===== config.mk =====
export PLATFORM = sky130hd
export DESIGN_NAME = fetch_unit
export DESIGN_NICKNAME = d
export VERILOG_FILES = /design/src/rtl/cpu_pkg.sv /design/src/rtl/fetch_buffer.sv /design/src/rtl/fetch_unit.sv
export SDC_FILE = /design/constraint.sdc
export NUM_CORES = 1
export LEC_CHECK = 0
export CAP_MARGIN = 20
export CORE_MARGIN = 2
export CORE_UTILIZATION = 57
export CTS_CLUSTER_SIZE = 12
export DETAILED_ROUTE_END_ITERATION = 12
export PLACE_DENSITY = 0.86
export SLEW_MARGIN = 15
export SYNTH_ARGS = -nofsm -noshare
export SYNTH_HDL_FRONTEND = slang
export SYNTH_SLANG_ARGS = --single-unit

===== constraint.sdc =====
create_clock -name clk -period 10.8 [get_ports clk]
set_input_delay 3.24 -clock clk [delete_from_list [all_inputs] [get_ports clk]]
set_output_delay 3.24 -clock clk [all_outputs]
set_load 0.005 [all_outputs]

===== src/rtl/cpu_pkg.sv =====
// Shared CPU-wide defaults and the fetch-state encoding.
package cpu_pkg;

  localparam int ADDR_WIDTH_DEF = 28;
  localparam int DATA_WIDTH_DEF = 32;
  localparam int RESET_PC_DEF   = 'h100;
  localparam int PC_STEP_DEF    = 2;

  // FETCH may issue a read, WAIT has a read on the bus, HALTED issues nothing.
  typedef enum logic [1:0] {
    ST_FETCH  = 2'd0,
    ST_WAIT   = 2'd1,
    ST_HALTED = 2'd2
  } fetch_state_e;

endpackage


===== src/rtl/fetch_buffer.sv =====
// Two-entry instruction FIFO holding each word together with the PC it was fetched from.
module fetch_buffer #(
  parameter int DW = 32,
  parameter int AW = 28
) (
  input  logic          clk,
  input  logic          rst,
  input  logic          flush,
  input  logic          push,
  input  logic [DW-1:0] push_data,
  input  logic [AW-1:0] push_pc,
  input  logic          pop,
  output logic [DW-1:0] head_data,
  output logic [AW-1:0] head_pc,
  output logic          full,
  output logic          empty,
  output logic [1:0]    count
);

  logic          wr_ptr_q, wr_ptr_d;
  logic          rd_ptr_q, rd_ptr_d;
  logic [1:0]    count_q, count_d;
  logic          do_wr, do_rd;
  logic [1:0][DW-1:0] slot_data;
  logic [1:0][AW-1:0] slot_pc;

  assign full  = (count_q == 2'd2);
  assign empty = (count_q == 2'd0);
  assign count = count_q;

  // A pop frees the slot a same-cycle push needs, and a push on an empty
  // buffer lets a same-cycle pop take effect, so occupancy stays unchanged.
  assign do_wr = push && (!full || pop);
  assign do_rd = pop && (!empty || push);

  assign head_data = slot_data[rd_ptr_q];
  assign head_pc   = slot_pc[rd_ptr_q];

  // Pointer and occupancy bookkeeping; flush empties the buffer outright.
  always_comb begin
    wr_ptr_d = wr_ptr_q;
    rd_ptr_d = rd_ptr_q;
    count_d  = count_q;
    if (flush) begin
      wr_ptr_d = 1'b0;
      rd_ptr_d = 1'b0;
      count_d  = 2'd0;
    end else begin
      if (do_wr) wr_ptr_d = ~wr_ptr_q;
      if (do_rd) rd_ptr_d = ~rd_ptr_q;
      case ({do_wr, do_rd})
        2'b10:   count_d = count_q + 2'd1;
        2'b01:   count_d = count_q - 2'd1;
        default: count_d = count_q;
      endcase
    end
  end

  // Pointer and occupancy registers.
  always_ff @(posedge clk or posedge rst) begin
    if (rst) begin
      wr_ptr_q <= 1'b0;
      rd_ptr_q <= 1'b0;
      count_q  <= 2'd0;
    end else begin
      wr_ptr_q <= wr_ptr_d;
      rd_ptr_q <= rd_ptr_d;
      count_q  <= count_d;
    end
  end

  for (genvar gi = 0; gi < 2; gi++) begin : g_entry
    logic [DW-1:0] data_q, data_d;
    logic [AW-1:0] pc_q, pc_d;
    logic          wr_en;

    assign wr_en = do_wr && !flush && (wr_ptr_q == 1'(gi));

    // Load this slot when the write pointer selects it.
    always_comb begin
      data_d = data_q;
      pc_d   = pc_q;
      if (wr_en) begin
        data_d = push_data;
        pc_d   = push_pc;
      end
    end

    // Slot storage, cleared on reset so ir/ir_pc read zero.
    always_ff @(posedge clk or posedge rst) begin
      if (rst) begin
        data_q <= '0;
        pc_q   <= '0;
      end else begin
        data_q <= data_d;
        pc_q   <= pc_d;
      end
    end

    assign slot_data[gi] = data_q;
    assign slot_pc[gi]   = pc_q;
  end

endmodule


===== src/rtl/fetch_unit.sv =====
// Sequential instruction fetcher: one registered read per issue, returned words
// buffered with their PC, redirect/halt control from the core.
module fetch_unit
  import cpu_pkg::*;
#(
  parameter int                    ADDR_WIDTH = ADDR_WIDTH_DEF,
  parameter int                    DATA_WIDTH = DATA_WIDTH_DEF,
  parameter logic [ADDR_WIDTH-1:0] RESET_PC   = ADDR_WIDTH'(RESET_PC_DEF),
  parameter int                    PC_STEP    = PC_STEP_DEF
) (
  input  logic                  clk,
  input  logic                  rst,
  output logic [ADDR_WIDTH-1:0] mem_addr,
  output logic                  mem_cs,
  output logic                  mem_oe,
  input  logic [DATA_WIDTH-1:0] mem_rdata,
  output logic [DATA_WIDTH-1:0] ir,
  output logic [ADDR_WIDTH-1:0] ir_pc,
  output logic                  ir_valid,
  input  logic                  ir_ready,
  input  logic                  redirect,
  input  logic [ADDR_WIDTH-1:0] redirect_pc,
  input  logic                  halt,
  output logic                  busy
);

  fetch_state_e          state_q, state_d;
  logic [ADDR_WIDTH-1:0] pc_q, pc_d;
  logic [ADDR_WIDTH-1:0] mem_addr_q, mem_addr_d;
  logic                  mem_rd_q, mem_rd_d;
  // Set in the cycle mem_rdata carries the word for mem_addr_q.
  logic                  ret_valid_q, ret_valid_d;

  logic                  buf_full, buf_empty, buf_push, buf_pop;
  logic [1:0]            buf_count, free_slots, inflight;
  logic                  can_issue;

  // A slot must be reserved for every read already on its way back.
  assign inflight   = 2'(mem_rd_q) + 2'(ret_valid_q);
  assign free_slots = 2'd2 - buf_count;
  assign can_issue  = (state_q == ST_FETCH) && !halt && !redirect &&
                      !buf_full && (free_slots > inflight);

  // Redirect beats everything: the returning word and the head pop are both void.
  assign buf_push = ret_valid_q && !redirect;
  assign buf_pop  = !buf_empty && ir_ready && !redirect;

  fetch_buffer #(
    .DW (DATA_WIDTH),
    .AW (ADDR_WIDTH)
  ) u_buf (
    .clk       (clk),
    .rst       (rst),
    .flush     (redirect),
    .push      (buf_push),
    .push_data (mem_rdata),
    .push_pc   (mem_addr_q),
    .pop       (buf_pop),
    .head_data (ir),
    .head_pc   (ir_pc),
    .full      (buf_full),
    .empty     (buf_empty),
    .count     (buf_count)
  );

  // Fetch state machine, PC sequencing and memory request generation.
  always_comb begin
    state_d     = state_q;
    pc_d        = pc_q;
    mem_addr_d  = mem_addr_q;
    mem_rd_d    = 1'b0;
    ret_valid_d = mem_rd_q;
    if (redirect) begin
      pc_d        = redirect_pc;
      ret_valid_d = 1'b0;
      state_d     = (state_q == ST_HALTED && halt) ? ST_HALTED : ST_FETCH;
    end else begin
      case (state_q)
        ST_FETCH: begin
          if (halt) begin
            state_d = ST_HALTED;
          end else if (can_issue) begin
            mem_rd_d   = 1'b1;
            mem_addr_d = pc_q;
            pc_d       = pc_q + ADDR_WIDTH'(PC_STEP);
            state_d    = ST_WAIT;
          end
        end
        // The read on the bus still returns; halting only stops new issues.
        ST_WAIT:   state_d = halt ? ST_HALTED : ST_FETCH;
        ST_HALTED: if (!halt) state_d = ST_FETCH;
        default:   state_d = ST_FETCH;
      endcase
    end
  end

  // Control and memory-interface registers; reset also drops any read in flight.
  always_ff @(posedge clk or posedge rst) begin
    if (rst) begin
      state_q     <= ST_FETCH;
      pc_q        <= RESET_PC;
      mem_addr_q  <= '0;
      mem_rd_q    <= 1'b0;
      ret_valid_q <= 1'b0;
    end else begin
      state_q     <= state_d;
      pc_q        <= pc_d;
      mem_addr_q  <= mem_addr_d;
      mem_rd_q    <= mem_rd_d;
      ret_valid_q <= ret_valid_d;
    end
  end

  assign mem_addr = mem_addr_q;
  assign mem_cs   = mem_rd_q;
  assign mem_oe   = mem_rd_q;
  assign ir_valid = !buf_empty;
  assign busy     = mem_rd_q || ret_valid_q;

endmodule


==> results.ini <==
[status]
status=completed

[timing]
skew_ps=8.811
tns_ps=0
worstMarginPinSlew_ps=1020
slew_viol_final=0
hold_slack_ps=503.6
fmax_ghz=0.1694
fin_crit_ps=5903
hold_viol=0
period_share_pct=54.66
rsz0062_at_grt=no
timing.slew.headroom_pct=31.94
setup_viol=0
fin_ws_ps=4897

[place]
dp_slack_ps=4192
dpl.hpwl_um=12820
portBuffers=156
gp_congestion=0.8635
dp_cells=953

[cells_and_area]
antenna_cells=0
layout.cells.non_filler=986
final_common_cell=mux2_2
area_delta_synth_final_pct=26.19
final_cell_mix=mux2_2, dfrtp_1, clkdlybuf4s50_1
final_nets=861
final_layout_size_suffix_gt1_share_pct=32.04

[logic_synthesis]
yosys_warnings=0
syn_area_mm2=0.008538
synthesis.nets=721
synthFlopType=dfrtp_1
synth.ff_latch_count=184
avgSynthCellArea_um2=13.16
synth_edf_count=0
yosys.cell_types.count=58
syn_inst=649
synthArstFlopShare_pct=100.0
yosysSeqAreaShare_pct=53.94

[routing]
via_per_inst=5.959
drt-pass1-iter-count=5
drc=0
drt-initial-drc-count=512
drt_wl_total_um=19110
vias=5876
ant_nets=0
post_drt_wl_per_cell_um=19.38

[cts]
cts-buffers-inserted=17
cts_setup_buffers=0
clockBufferDepth=2
htreeDepth=4
cts_resized=0
cts.sinks=184
ctsHoldBuffers=0
cts_root_buffer=clkbuf_16
clk_pin_slew_ps=60
cts_tree=yes
clock_latency_ps=430

[die]
num_rows=44
core_mm2=0.01459
die_w_um=126.4
initial_utilization_pct=58.52
chipHeight_um=126.4
dieArea_mm2=0.01597
pin_count=157

[worst_setup_path]
cp.required_ps=7560
worstPathMaxFanout=37
cp-end-kind=output port
cp-start-kind=flip-flop
critPathKind=flip-flop to output port
worstPathArrival_ps=2660

[global_route]
grt_max_degree=97
overflow=0
grt_pass1_vias=6138
grt_usage_pct=24.48
grt_pass1_wl_um=31530
antenna_found_initial=0

[min_path]
hp-class=flip-flop to flip-flop

[power_and_ir_drop]
ir_drop_uv=127.4
p_per_area_mw_per_mm2=253.5
power_leakage_uw=0.004598
power_uw=2732

[flow_run]
cap_violations=0

cell usage after synthesis (2+ instances only):
| cell type | count | share of area, % |
|---|---|---|
| mux2_2 | 208 | 27 |
| dfrtp_1 | 183 | 54 |
| nand3_1 | 20 | 1.2 |
| nor2_1 | 20 | 0.88 |
| clkbuf_1 | 18 | 0.79 |
| nand2_1 | 18 | 0.79 |
| buf_2 | 17 | 1.0 |
| inv_1 | 14 | 0.62 |
| nand4_1 | 13 | 0.95 |
| o31ai_1 | 13 | 1.1 |
| a31oi_1 | 12 | 0.88 |
| o21ai_0 | 12 | 0.70 |
| or4_1 | 10 | 0.88 |
| nor2b_1 | 8 | 0.59 |
| ha_1 | 7 | 1.0 |
| a21oi_1 | 4 | 0.23 |
| a22oi_1 | 4 | 0.35 |
| nor4_1 | 4 | 0.29 |
| nor4b_1 | 4 | 0.41 |
| or3_1 | 4 | 0.29 |
| xnor2_1 | 4 | 0.41 |
| buf_4 | 3 | 0.26 |
| nor3_1 | 3 | 0.18 |
| o211ai_1 | 3 | 0.26 |
| and3_1 | 2 | 0.15 |
| and4_1 | 2 | 0.21 |
| buf_1 | 2 | 0.088 |
| mux2i_1 | 2 | 0.23 |
| nor3b_1 | 2 | 0.18 |
| o2111ai_1 | 2 | 0.21 |
| o211a_1 | 2 | 0.23 |
| or4_2 | 2 | 0.21 |
| xor2_1 | 2 | 0.21 |
area by class of cell:
class | instances | area, um^2
multi-input cells | 408 | 3690
repair buffers | 163 | 1640
clock inverters | 6 | 66.31
clock buffers | 26 | 479.2
fillers | 917 | 3815
well taps | 184 | 230.2
flip-flops and latches | 184 | 4607
inverters | 15 | 61.31
cell families after synthesis:
| family | Yosys count | share of synthesized area, % |
|---|---|---|
| mux | 210 | 27.67 |
| simple gates | 125 | 8.836 |
| xor+xnor | 6 | 0.6155 |
| flops | 184 | 53.94 |
| buf+inv | 57 | 2.989 |
| compound gates | 60 | 4.924 |
| fa+ha+maj | 7 | 1.026 |
worst paths after layout:
check	startpoint	end	slack, ps	cells past startpoint
max	u_buf.rd_ptr_q	ir_pc[25]	4900	3
min	u_buf.g_entry[0].data_q[22]	u_buf.g_entry[0].data_q[22]	500	1
max reg2reg	u_buf.count[0]	mem_addr[3]	7630	9
min reg2reg	u_buf.g_entry[0].data_q[22]	u_buf.g_entry[0].data_q[22]	500	1
max in group asynchronous	rst	pc_q[4]	6170	3
min in group asynchronous	rst	u_buf.g_entry[0].pc_q[2]	3340	2
critical path, cell delays in order, from the launching register on:
cell and delay, ps:
dfrtp_2 770, buf_4 570, mux2_2 390, clkdlybuf4s50_1 490
metrics by stage:
step                instance area [um^2]  utilization, %
detailed placement                 10200           69.90
floorplan                           8538               -
global placement                   10180           69.79
CTS                                10740           73.64
global route                       10770           73.85
finish                             10770           73.85
where the power goes:
group	switching, uW	leakage (uW)	internal (uW)
Clock	253	0.000255	331
Sequential	174	0.00233	918
Combinational	368	0.00201	689
sequential cells by signal (all words and copies together) (netlist names):
signal,flops
ret_valid_q,1
u_buf.g_entry.pc_q,56
mem_cs,1
state_q,2
u_buf.wr_ptr_q,1
u_buf.g_entry.data_q,64
mem_addr,28
pc_q,28
u_buf.rd_ptr_q,1
u_buf.count,2
routing by layer:
| metal | vias up | wire, um | GRT usage, % |
|---|---|---|---|
| met5 | - | 0 | 0 |
| met4 | 0 | 332 | 8.209 |
| met3 | 37 | 1059 | 4.808 |
| met2 | 234 | 9364 | 40.39 |
| met1 | 2946 | 8349 | 32.82 |
| li1 | 2659 | - | - |
(Power assumes the default switching activity.)
